### config.mk
export PLATFORM = sky130hd
export DESIGN_NAME = agen_split_unit
export DESIGN_NICKNAME = d
export VERILOG_FILES = /design/src/rtl/agen_split_unit.sv
export SDC_FILE = /design/constraint.sdc
export NUM_CORES = 1
export LEC_CHECK = 0
export BUFFER_PORTS_ARGS = -buffer_cell sky130_fd_sc_hd__clkbuf_2
export CORE_ASPECT_RATIO = 0.6
export CORE_MARGIN = 4
export CORE_UTILIZATION = 53
export DETAILED_ROUTE_END_ITERATION = 8
export PLACE_DENSITY = 0.78
export SLEW_MARGIN = 20
export SYNTH_ARGS = -nofsm -noshare
export SYNTH_HDL_FRONTEND = slang
export SYNTH_SLANG_ARGS = --single-unit
### constraint.sdc
create_clock -name CLK -period 6.3 [get_ports CLK]
set_input_delay 0.63 -clock CLK [delete_from_list [all_inputs] [get_ports CLK]]
set_output_delay 0.63 -clock CLK [all_outputs]
set_load 0.03 [all_outputs]
### src/rtl/agen_split_unit.sv
// Stage-2 address generator: linear address, segment-limit check, line-split into two parts.
// Latency: 1 cycle from accepted request to V_OUT; a split request occupies two output cycles.
// Backpressure: outputs hold while V_OUT && !READY_IN; READY_OUT drops in SPLIT1 or when the last part is not retiring.
module agen_split_unit #(
   parameter int ADDR_W      = 32,
   parameter int LINE_BYTES  = 16,
   parameter int CHECK_LIMIT = 1
) (
   input  logic              CLK,
   input  logic              RST,
   input  logic              FLUSH,
   input  logic              V_IN,
   output logic              READY_OUT,
   input  logic [ADDR_W-1:0] BASE_DISP,
   input  logic [ADDR_W-1:0] SIB_OFFSET,
   input  logic [ADDR_W-1:0] SEG_BASE,
   input  logic [ADDR_W-1:0] SEG_LIMIT,
   input  logic [1:0]        SIZE,
   input  logic              WR_IN,
   output logic              V_OUT,
   input  logic              READY_IN,
   output logic [ADDR_W-1:0] ADDR_OUT,
   output logic [3:0]        BYTES_OUT,
   output logic              PART_OUT,
   output logic              LAST_OUT,
   output logic              WR_OUT,
   output logic              SEG_LIMIT_EXC_OUT
);

   localparam int LB_W = $clog2(LINE_BYTES);

   localparam logic [1:0] ST_EMPTY  = 2'd0;
   localparam logic [1:0] ST_HOLD   = 2'd1;
   localparam logic [1:0] ST_SPLIT1 = 2'd2;

   logic [1:0]        state;
   logic [ADDR_W-1:0] addr_q;
   logic [3:0]        bytes_q;
   logic              part_q;
   logic              last_q;
   logic              wr_q;
   logic              exc_q;
   logic [ADDR_W-1:0] p1_addr_q;
   logic [3:0]        p1_bytes_q;

   logic [ADDR_W-1:0] off;
   logic [ADDR_W-1:0] lin;
   logic [3:0]        n_bytes;
   logic [ADDR_W:0]   end_off;
   logic              exc;
   logic [LB_W-1:0]   lo;
   logic              split;
   logic [3:0]        p0_bytes;
   logic [3:0]        p1_bytes;
   logic [ADDR_W-1:0] p1_addr;
   logic              can_load;
   logic              load;

   // Address arithmetic, limit check and split decision for the incoming request
   always_comb begin
      off      = BASE_DISP + SIB_OFFSET;
      lin      = SEG_BASE + off;
      n_bytes  = 4'd1 << SIZE;
      // One extra bit so that a wrap past 2^ADDR_W lands above any limit
      end_off  = {1'b0, off} + (ADDR_W+1)'(n_bytes) - (ADDR_W+1)'(1);
      exc      = (CHECK_LIMIT != 0) && (end_off > {1'b0, SEG_LIMIT});
      lo       = lin[LB_W-1:0];
      // A faulting access is reported whole, never split
      split    = ((int'(lo) + int'(n_bytes)) > LINE_BYTES) && !exc;
      // Only meaningful when split: then lo > LINE_BYTES-8, so the result is 1..7
      p0_bytes = 4'(LINE_BYTES - int'(lo));
      p1_bytes = n_bytes - p0_bytes;
      p1_addr  = lin + ADDR_W'(p0_bytes);
   end

   // Acceptance: empty, or the shown last part retires this cycle
   always_comb begin
      can_load  = (state == ST_EMPTY) || ((state == ST_HOLD) && READY_IN);
      READY_OUT = !RST && !FLUSH && can_load;
      load      = READY_OUT && V_IN;
   end

   // Output-part state machine with registered output fields
   always_ff @(posedge CLK) begin
      if (RST || FLUSH) begin
         state      <= ST_EMPTY;
         addr_q     <= '0;
         bytes_q    <= '0;
         part_q     <= 1'b0;
         last_q     <= 1'b0;
         wr_q       <= 1'b0;
         exc_q      <= 1'b0;
         p1_addr_q  <= '0;
         p1_bytes_q <= '0;
      end else if (load) begin
         state      <= split ? ST_SPLIT1 : ST_HOLD;
         addr_q     <= lin;
         bytes_q    <= split ? p0_bytes : n_bytes;
         part_q     <= 1'b0;
         last_q     <= !split;
         wr_q       <= WR_IN;
         exc_q      <= exc;
         p1_addr_q  <= p1_addr;
         p1_bytes_q <= p1_bytes;
      end else if ((state == ST_HOLD) && READY_IN) begin
         state <= ST_EMPTY;
      end else if ((state == ST_SPLIT1) && READY_IN) begin
         state   <= ST_HOLD;
         addr_q  <= p1_addr_q;
         bytes_q <= p1_bytes_q;
         part_q  <= 1'b1;
         last_q  <= 1'b1;
      end
   end

   // Registered fields drive the memory port directly
   always_comb begin
      V_OUT             = (state != ST_EMPTY);
      ADDR_OUT          = addr_q;
      BYTES_OUT         = bytes_q;
      PART_OUT          = part_q;
      LAST_OUT          = last_q;
      WR_OUT            = wr_q;
      SEG_LIMIT_EXC_OUT = exc_q;
   end

endmodule

Yosys cells after proc, flatten, opt, wreduce, memory -nomap -nowiden

Cells that the tools add are included.

Flip-flop bits (word level): 78
Input port bits: 136
Output and inout port bits: 42
Logic and storage cells: 57

Add/sub/neg operators: 8
$lt $le $gt $ge: 2
Equality and inequality tests: 3
Shifts and indexed selects: 1
Mux-type cells: 14
Bitwise logic cells: 1
Reductions and logical operators: 19

Operator list:

| cell                                                                  | number |
|---|---|
| 32-bit 2-to-1 mux                                                     | 3 |
| 32-bit adder                                                          | 2 |
| 32-bit by 4-bit adder with 33-bit output                              | 1 |
| 33-bit by 32-bit greater-than comparator with 1-bit output            | 1 |
| 33-bit by 1-bit subtractor with 33-bit output, second input constant  | 1 |
| 32-bit by 4-bit adder with 32-bit output                              | 1 |
| 4-bit 2-to-1 mux                                                      | 4 |
| 2-bit 2-to-1 mux                                                      | 4 |
| 1-bit logical AND                                                     | 6 |
| 4-bit by 4-bit adder with 5-bit output                                | 1 |
| 5-bit greater-than comparator, second input constant                  | 1 |
| 1-bit zero test                                                       | 4 |
| 2-bit AND reduction                                                   | 2 |
| 2-bit nonzero test                                                    | 2 |
| 1-bit by 2-bit left shift with 4-bit output, first input constant     | 1 |
| 1-bit by 4-bit subtractor with 4-bit output, first input constant     | 1 |
| 4-bit subtractor                                                      | 1 |
| 1-bit 2-to-1 mux                                                      | 3 |
| 3-bit nonzero test                                                    | 1 |
| 2-bit by 1-bit equality test with 1-bit output, second input constant | 1 |
| 2-bit equality test, second input constant                            | 1 |
| 2-bit zero test                                                       | 1 |
| 1-bit logical OR                                                      | 2 |
| 2-bit inequality test, second input constant                          | 1 |
| 2 further kinds                                                       | 2 |

Logic depth before layout (Yosys ltp)

Depth in word-level cells: 8
Mapped depth: 34
Depth with buffers taken out: 34

Least setup slack after synthesis

OpenSTA, ideal clock, no wires.

Path type: input to register
Start point: input port BASE_DISP[7]
End point: register bytes_q[1], in the netlist BYTES_OUT[1]
Library setup time: 0.115 ns
Arrival time: 6.554 ns
Data required time: 6.185 ns
Slack: -0.368 ns
Stages: 32
Buffers on the path: 1
Cells stage by stage: ha_1 -> nand3_2 -> or4_4 -> and3_1 -> o21a_1 -> nor2b_1 -> o21ai_0 -> nand2b_1 -> xor2_1 -> ha_1 -> clkbuf_1 -> nand2_1 -> nand2b_1 -> a21oi_1 -> nor2_1 -> or3_1 -> a41o_1 -> a2111o_1 -> nand2_1 -> o21ai_1 -> o41ai_1 -> o21ai_1 -> xnor2_1 -> ha_1 -> nand3_1 -> nand2b_1 -> nor3_1 -> nand3_1 -> a211oi_1 -> mux2i_4 -> mux2i_1 -> o21a_1

Longest elaborated chain between the ends: 8

RTL lines:

| item                                                       | RTL line | text |
|---|---|---|
| start, declared                                            | 14       | `input logic [ADDR_W-1:0] BASE_DISP,` |
| 32-bit adder                                               | 61       | `off = BASE_DISP + SIB_OFFSET;` |
| 32-bit by 4-bit adder with 33-bit output                   | 65       | `end_off = {1'b0, off} + (ADDR_W+1)'(n_bytes) - (ADDR_W+1)'(1);` |
| 33-bit by 1-bit subtractor with 33-bit output              | 65       |  |
| 33-bit by 32-bit greater-than comparator with 1-bit output | 66       | `exc = (CHECK_LIMIT != 0) && (end_off > {1'b0, SEG_LIMIT});` |
| 1-bit zero test                                            | 69       | `split = ((int'(lo) + int'(n_bytes)) > LINE_BYTES) && !exc;` |
| 1-bit logical AND                                          | 69       |  |
| 4-bit 2-to-1 mux                                           | 98       | `bytes_q <= split ? p0_bytes : n_bytes;` |
| 4-bit 2-to-1 mux                                           | 95       | `end else if (load) begin` |
| end signal, assigned                                       | 98       |  |
| end signal, assigned                                       | 110      | `bytes_q <= p1_bytes_q;` |
| end, declared                                              | 38       | `logic [3:0] bytes_q;` |

Every way passes these cells.
A chain may end at the register's enable or synchronous reset.

Worst setup path in the final report

Start point: input port SIB_OFFSET[1]
End point: register bytes_q[2], in the netlist BYTES_OUT[2]

Longest elaborated chain between the ends: 8
Elaborated cells on any way between the ends: 12
Classes of those cells: add/sub (6); order compare (2); mux (2); reduce/logical (2)

RTL lines:

| item                                                       | RTL line | text |
|---|---|---|
| start, declared                                            | 15       | `input logic [ADDR_W-1:0] SIB_OFFSET,` |
| 32-bit adder (*)                                           | 61       |  |
| 32-bit by 4-bit adder with 33-bit output                   | 65       |  |
| 33-bit by 1-bit subtractor with 33-bit output              | 65       |  |
| 33-bit by 32-bit greater-than comparator with 1-bit output | 66       |  |
| 1-bit zero test                                            | 69       |  |
| 1-bit logical AND                                          | 69       |  |
| 4-bit 2-to-1 mux (*)                                       | 98       |  |
| 4-bit 2-to-1 mux (*)                                       | 95       |  |

Every way passes the cells marked *; elsewhere a longest branch is shown, timed or not.

==> metrics.md <==
| Metric | Value |
|---|---|
| Result of the run | finished with violations |
| Violations in the final reports | negative setup slack |
| Critical Path Most Common Cell | sky130_fd_sc_hd__a21oi_2 |
| Initial antenna violation count | 2 |
| RSZ-0062 raised after global routing | true |
| Number of buffers added by the clock tree synthesis step | 9 |
| Initial drt markers | 1125 |
| First-pass GRT wire length | 54200 um |
| CTS tree | built |
| I/O pin total | 178 |
| Standard-cell rows | 39 |
| Slowest stage cell, crit path | sky130_fd_sc_hd__or4_4 |
| Number of distinct library cells after synthesis | 100 |
| Largest net degree at the start of global routing | 92 |
| Initial core utilization | between 50% and 60% |
| H-tree depth | 3 |
| Endpoint type of the worst setup path | flip-flop |
| CP Max Fanout | 7 |
| Layout overhead on the synthesized area | 34.9% |
| Hold-fix buffers at CTS | 0 |
| Power share of the sequential group | between 10% and 20% |
| Crit path required time | 6530 ps |
| Cell class contributing the biggest share of worst-path delay | compound AO/OA/AOI/OAI gates |
| Setup violations, final | 8 |
| Startpoint-to-endpoint class of the critical path | primary input to flip-flop |
| DP Worst Slack | -739 ps |
| Longest Clk Path Bufs | 2 |
| Clock Root Buffer | sky130_fd_sc_hd__clkbuf_16 |
| Synth Instances | 1408 |
| Final net count | 2045 |
| Max IR drop VDD | ~0.21 mV |
| Shortest period the worst path allows | 6470 ps |
| Post-detailed-routing wire length | 34300 um |
| Slew @ Worst Pin | 935 ps |
| Total nets after synthesis | 1680 |
| Number of hold-slack violations in the final timing report | 0 |
| Cell type with the largest total area after synthesis | sky130_fd_sc_hd__ha_1 |
| Routed WL per cell | 16.8 um |
| Min-Delay Path Class | flip-flop to flip-flop |
| Leak pwr | roughly 6.6 nW |
| Post-synth ARST share | 0% |
| Final cell utilization of the core | 73.1% |
| Gate power share | 76.6% |
| Floorplan die height | roughly 120 um |
| Clk_skew | 8.84 ps |
| Total core area | 19100 sq um |
| Final setup margin | -170 ps |
| Dominant register cell in the synthesized netlist | sky130_fd_sc_hd__dfxtp_1 |
| GRT Residual Overflow | 0 |
| Die outline width | 189 um |
| Final Wtd Congestion | 0.980 |
| NetSw | 1.95 mW |
| Most common cell after layout, fill and taps aside | sky130_fd_sc_hd__buf_4 |
| Overall Global Routing Usage | 29.5% |
| Data arrival time of the worst path | 6700 ps |
| Clk_lat worst skew | 340 ps |
| Portion of the clock cycle consumed by the worst path in the final layout | 103% |
| Number of flops mapped to enable cells by yosys | 0 |
| Maximum Capacitance Violations | 0 |
| Count of antenna-violating nets left after detailed routing | 0 |
| CP Launch Type | primary input |
| Synthesized flop and latch total | between 70 and 80 |
| WP buf/inv | 3 |
| Synthesis warning total | 0 |
| Synth area leaders | sky130_fd_sc_hd__ha_1 (16%), sky130_fd_sc_hd__dfxtp_1 (15%), sky130_fd_sc_hd__a21oi_1 (5.3%), sky130_fd_sc_hd__nand2_1 (5.3%), sky130_fd_sc_hd__xnor2_1 (5.1%) |
| Upper clock frequency limit | 0.155 GHz |
| Max-slew violations | 0 |
| Internal Pwr Total | 2.30 mW |
| Share of post-route cells with drive strength above 1 | 30.5% |
| Total iterations of the first detailed-routing run | 6 |
| Hold Slack | approximately 450 ps |
| Remaining routing DRC violations | 0 |
| Relative contribution of the clock network to total power | a little under an eighth |
| Count of buffers from port buffering | ~180 |
| Syn Area/Cell | roughly 7.4 sq um |
| Vias in the first global route | between 10000 and 15000 |
| Slew margin rel. | between 30% and 40% |
| Overall power of the completed layout | 4.24 mW |
| Worst stage delay on the critical path | 550 ps |
| Register clock-pin slew on the reported worst setup and hold paths | 60 ps |
| Per-cell via count in the routed design | approximately 5.8 |
| Top library cells by usage in the layout, fill and taps aside | sky130_fd_sc_hd__buf_4 (214), sky130_fd_sc_hd__clkbuf_2 (177), sky130_fd_sc_hd__nand2_1 (143) |
| Switching power share of the total | 45.9% |
| Antenna diode instance count | 0 |
| Die Outline Area | 21900 sq um |
| Part of the Yosys area used for sequential elements | approximately 15% |
| # clock sinks | 76 |
| Detailed placement HPWL | 26700 um |
| Power Dens Cells | around 300 nW/um^2 |
| Combined area of all synthesized cells | ~10000 sq um |
| Number of vias after detailed routing | 11886 |
| Area share of the leading cell type in the synthesized netlist | 15.8% |
==> worst reg2reg max path: stages, from the launching register on <==
cell and delay [ps]:
sky130_fd_sc_hd__dfxtp_1 350, sky130_fd_sc_hd__nand2b_1 110, sky130_fd_sc_hd__nand2_1 60, sky130_fd_sc_hd__nor2_1 200, sky130_fd_sc_hd__and2_2 420, sky130_fd_sc_hd__buf_4 480
sky130_fd_sc_hd__and2_1 250, sky130_fd_sc_hd__a21oi_1 50, sky130_fd_sc_hd__mux2_1 330, sky130_fd_sc_hd__nor2_1 80
==> final cells by class <==
cell class | count | area, sq um
inverter | 123 | 462
timing repair buffer | 395 | 2550
fill | 1506 | 5150
sequential | 76 | 1520
multi-input combinational | 1168 | 8840
tap | 266 | 333
clock inverter | 7 | 52.6
clock buffer | 9 | 225
==> timing repair <==
| item | in CTS | in global routing |
|---|---|---|
| endpoints found under the setup margin | 7 | 17 |
| setup buffers | 12 | 10 |
| gates resized for setup | 34 | 62 |
| pin swaps | 31 | 43 |
==> cell usage after synthesis (8+ instances only) <==
| cell | number |
|---|---|
| sky130_fd_sc_hd__nand2_1 | 145 |
| sky130_fd_sc_hd__nor2_1 | 137 |
| sky130_fd_sc_hd__ha_1 | 131 |
| sky130_fd_sc_hd__inv_1 | 121 |
| sky130_fd_sc_hd__a21oi_1 | 109 |
| sky130_fd_sc_hd__dfxtp_1 | 76 |
| sky130_fd_sc_hd__xnor2_1 | 60 |
| sky130_fd_sc_hd__o21ai_0 | 50 |
| sky130_fd_sc_hd__clkbuf_1 | 40 |
| sky130_fd_sc_hd__a21o_1 | 36 |
| sky130_fd_sc_hd__a311oi_1 | 35 |
| sky130_fd_sc_hd__a211oi_1 | 33 |
| sky130_fd_sc_hd__nand3_1 | 32 |
| sky130_fd_sc_hd__o21a_1 | 30 |
| sky130_fd_sc_hd__xor2_1 | 28 |
| sky130_fd_sc_hd__nor3_1 | 27 |
| sky130_fd_sc_hd__and3_1 | 22 |
| sky130_fd_sc_hd__nand2b_1 | 17 |
| sky130_fd_sc_hd__or3_1 | 16 |
| sky130_fd_sc_hd__and2_1 | 14 |
| sky130_fd_sc_hd__a31oi_1 | 13 |
| sky130_fd_sc_hd__mux2i_1 | 13 |
| sky130_fd_sc_hd__nand4_1 | 13 |
| sky130_fd_sc_hd__nor2b_1 | 13 |
| sky130_fd_sc_hd__or2_2 | 13 |
| sky130_fd_sc_hd__o211ai_1 | 12 |
| sky130_fd_sc_hd__nor4_1 | 10 |
| sky130_fd_sc_hd__o21bai_1 | 10 |
| sky130_fd_sc_hd__o21ai_1 | 9 |
| sky130_fd_sc_hd__o31ai_1 | 9 |
| sky130_fd_sc_hd__a211o_1 | 8 |
==> layer usage <==
metal | vias to the layer above | track usage [%] | routed length, um
met2 | 511 | 46.7 | 14800
met5 | - | 0 | 34
met1 | 5474 | 41.8 | 15800
met3 | 54 | 6.69 | 3240
met4 | 4 | 5.68 | 415
li1 | 5843 | - | -
==> power groups by stage <==
stage,Combinational [mW],Clock [mW],Sequential (mW)
after floorplan,1.87,0,0.527
after CTS,2.98,0.491,0.505
final,3.25,0.487,0.505
after global placement,2.79,0,0.515
after detailed placement,2.87,0,0.515
after global routing,3.54,0.507,0.506
==> sequential cells by signal, summed over array words and instances, names as in the netlist <==
signal             flops
BYTES_OUT              4
LAST_OUT               1
ADDR_OUT              32
SEG_LIMIT_EXC_OUT      1
PART_OUT               1
state                  2
p1_addr_q             30
WR_OUT                 1
p1_bytes_q             4
==> worst paths after layout <==
kind | startpoint | to | slack [ps] | cells past startpoint
worst max-delay path | SIB_OFFSET[1] | BYTES_OUT[2]$_SDFFE_PP0P_ | -170 | 35
worst min-delay path | p1_addr_q[15]$_SDFFE_PP0P_ | p1_addr_q[15]$_SDFFE_PP0P_ | 450 | 2
worst max register to register | state[0]$_SDFFE_PP0P_ | p1_addr_q[25]$_SDFFE_PP0P_ | 3910 | 9
worst min register to register | p1_addr_q[15]$_SDFFE_PP0P_ | p1_addr_q[15]$_SDFFE_PP0P_ | 450 | 2
==> per-stage QoR <==
step | TNS, ps | cells | instance area (sq um)
2_1_floorplan | 0 | 1408 | 10500
3_3_place_gp | -3560 | 2007 | 13000
3_5_place_dp | -5460 | 2007 | 13000
4_1_cts | -703 | 2035 | 13600
5_1_grt | -2530 | 2044 | 14000
6_report | -876 | 2044 | 14000
==> cells by family (layout without fill, tap and decap cells) <==
| family | after synthesis | after routing | synth area share [%] |
|---|---|---|---|
| and+or+nand+nor | 488 | 488 | 22.7 |
| AOI/OAI and AO/OA | 432 | 432 | 29.5 |
| buffers and inverters | 164 | 534 | 5.95 |
| adders and majority gates | 138 | 138 | 17.0 |
| xor gates and xnor gates | 93 | 93 | 8.34 |
| DFF | 76 | 76 | 14.7 |
| muxes | 17 | 17 | 1.80 |
Power figures use the tool's default switching activity.
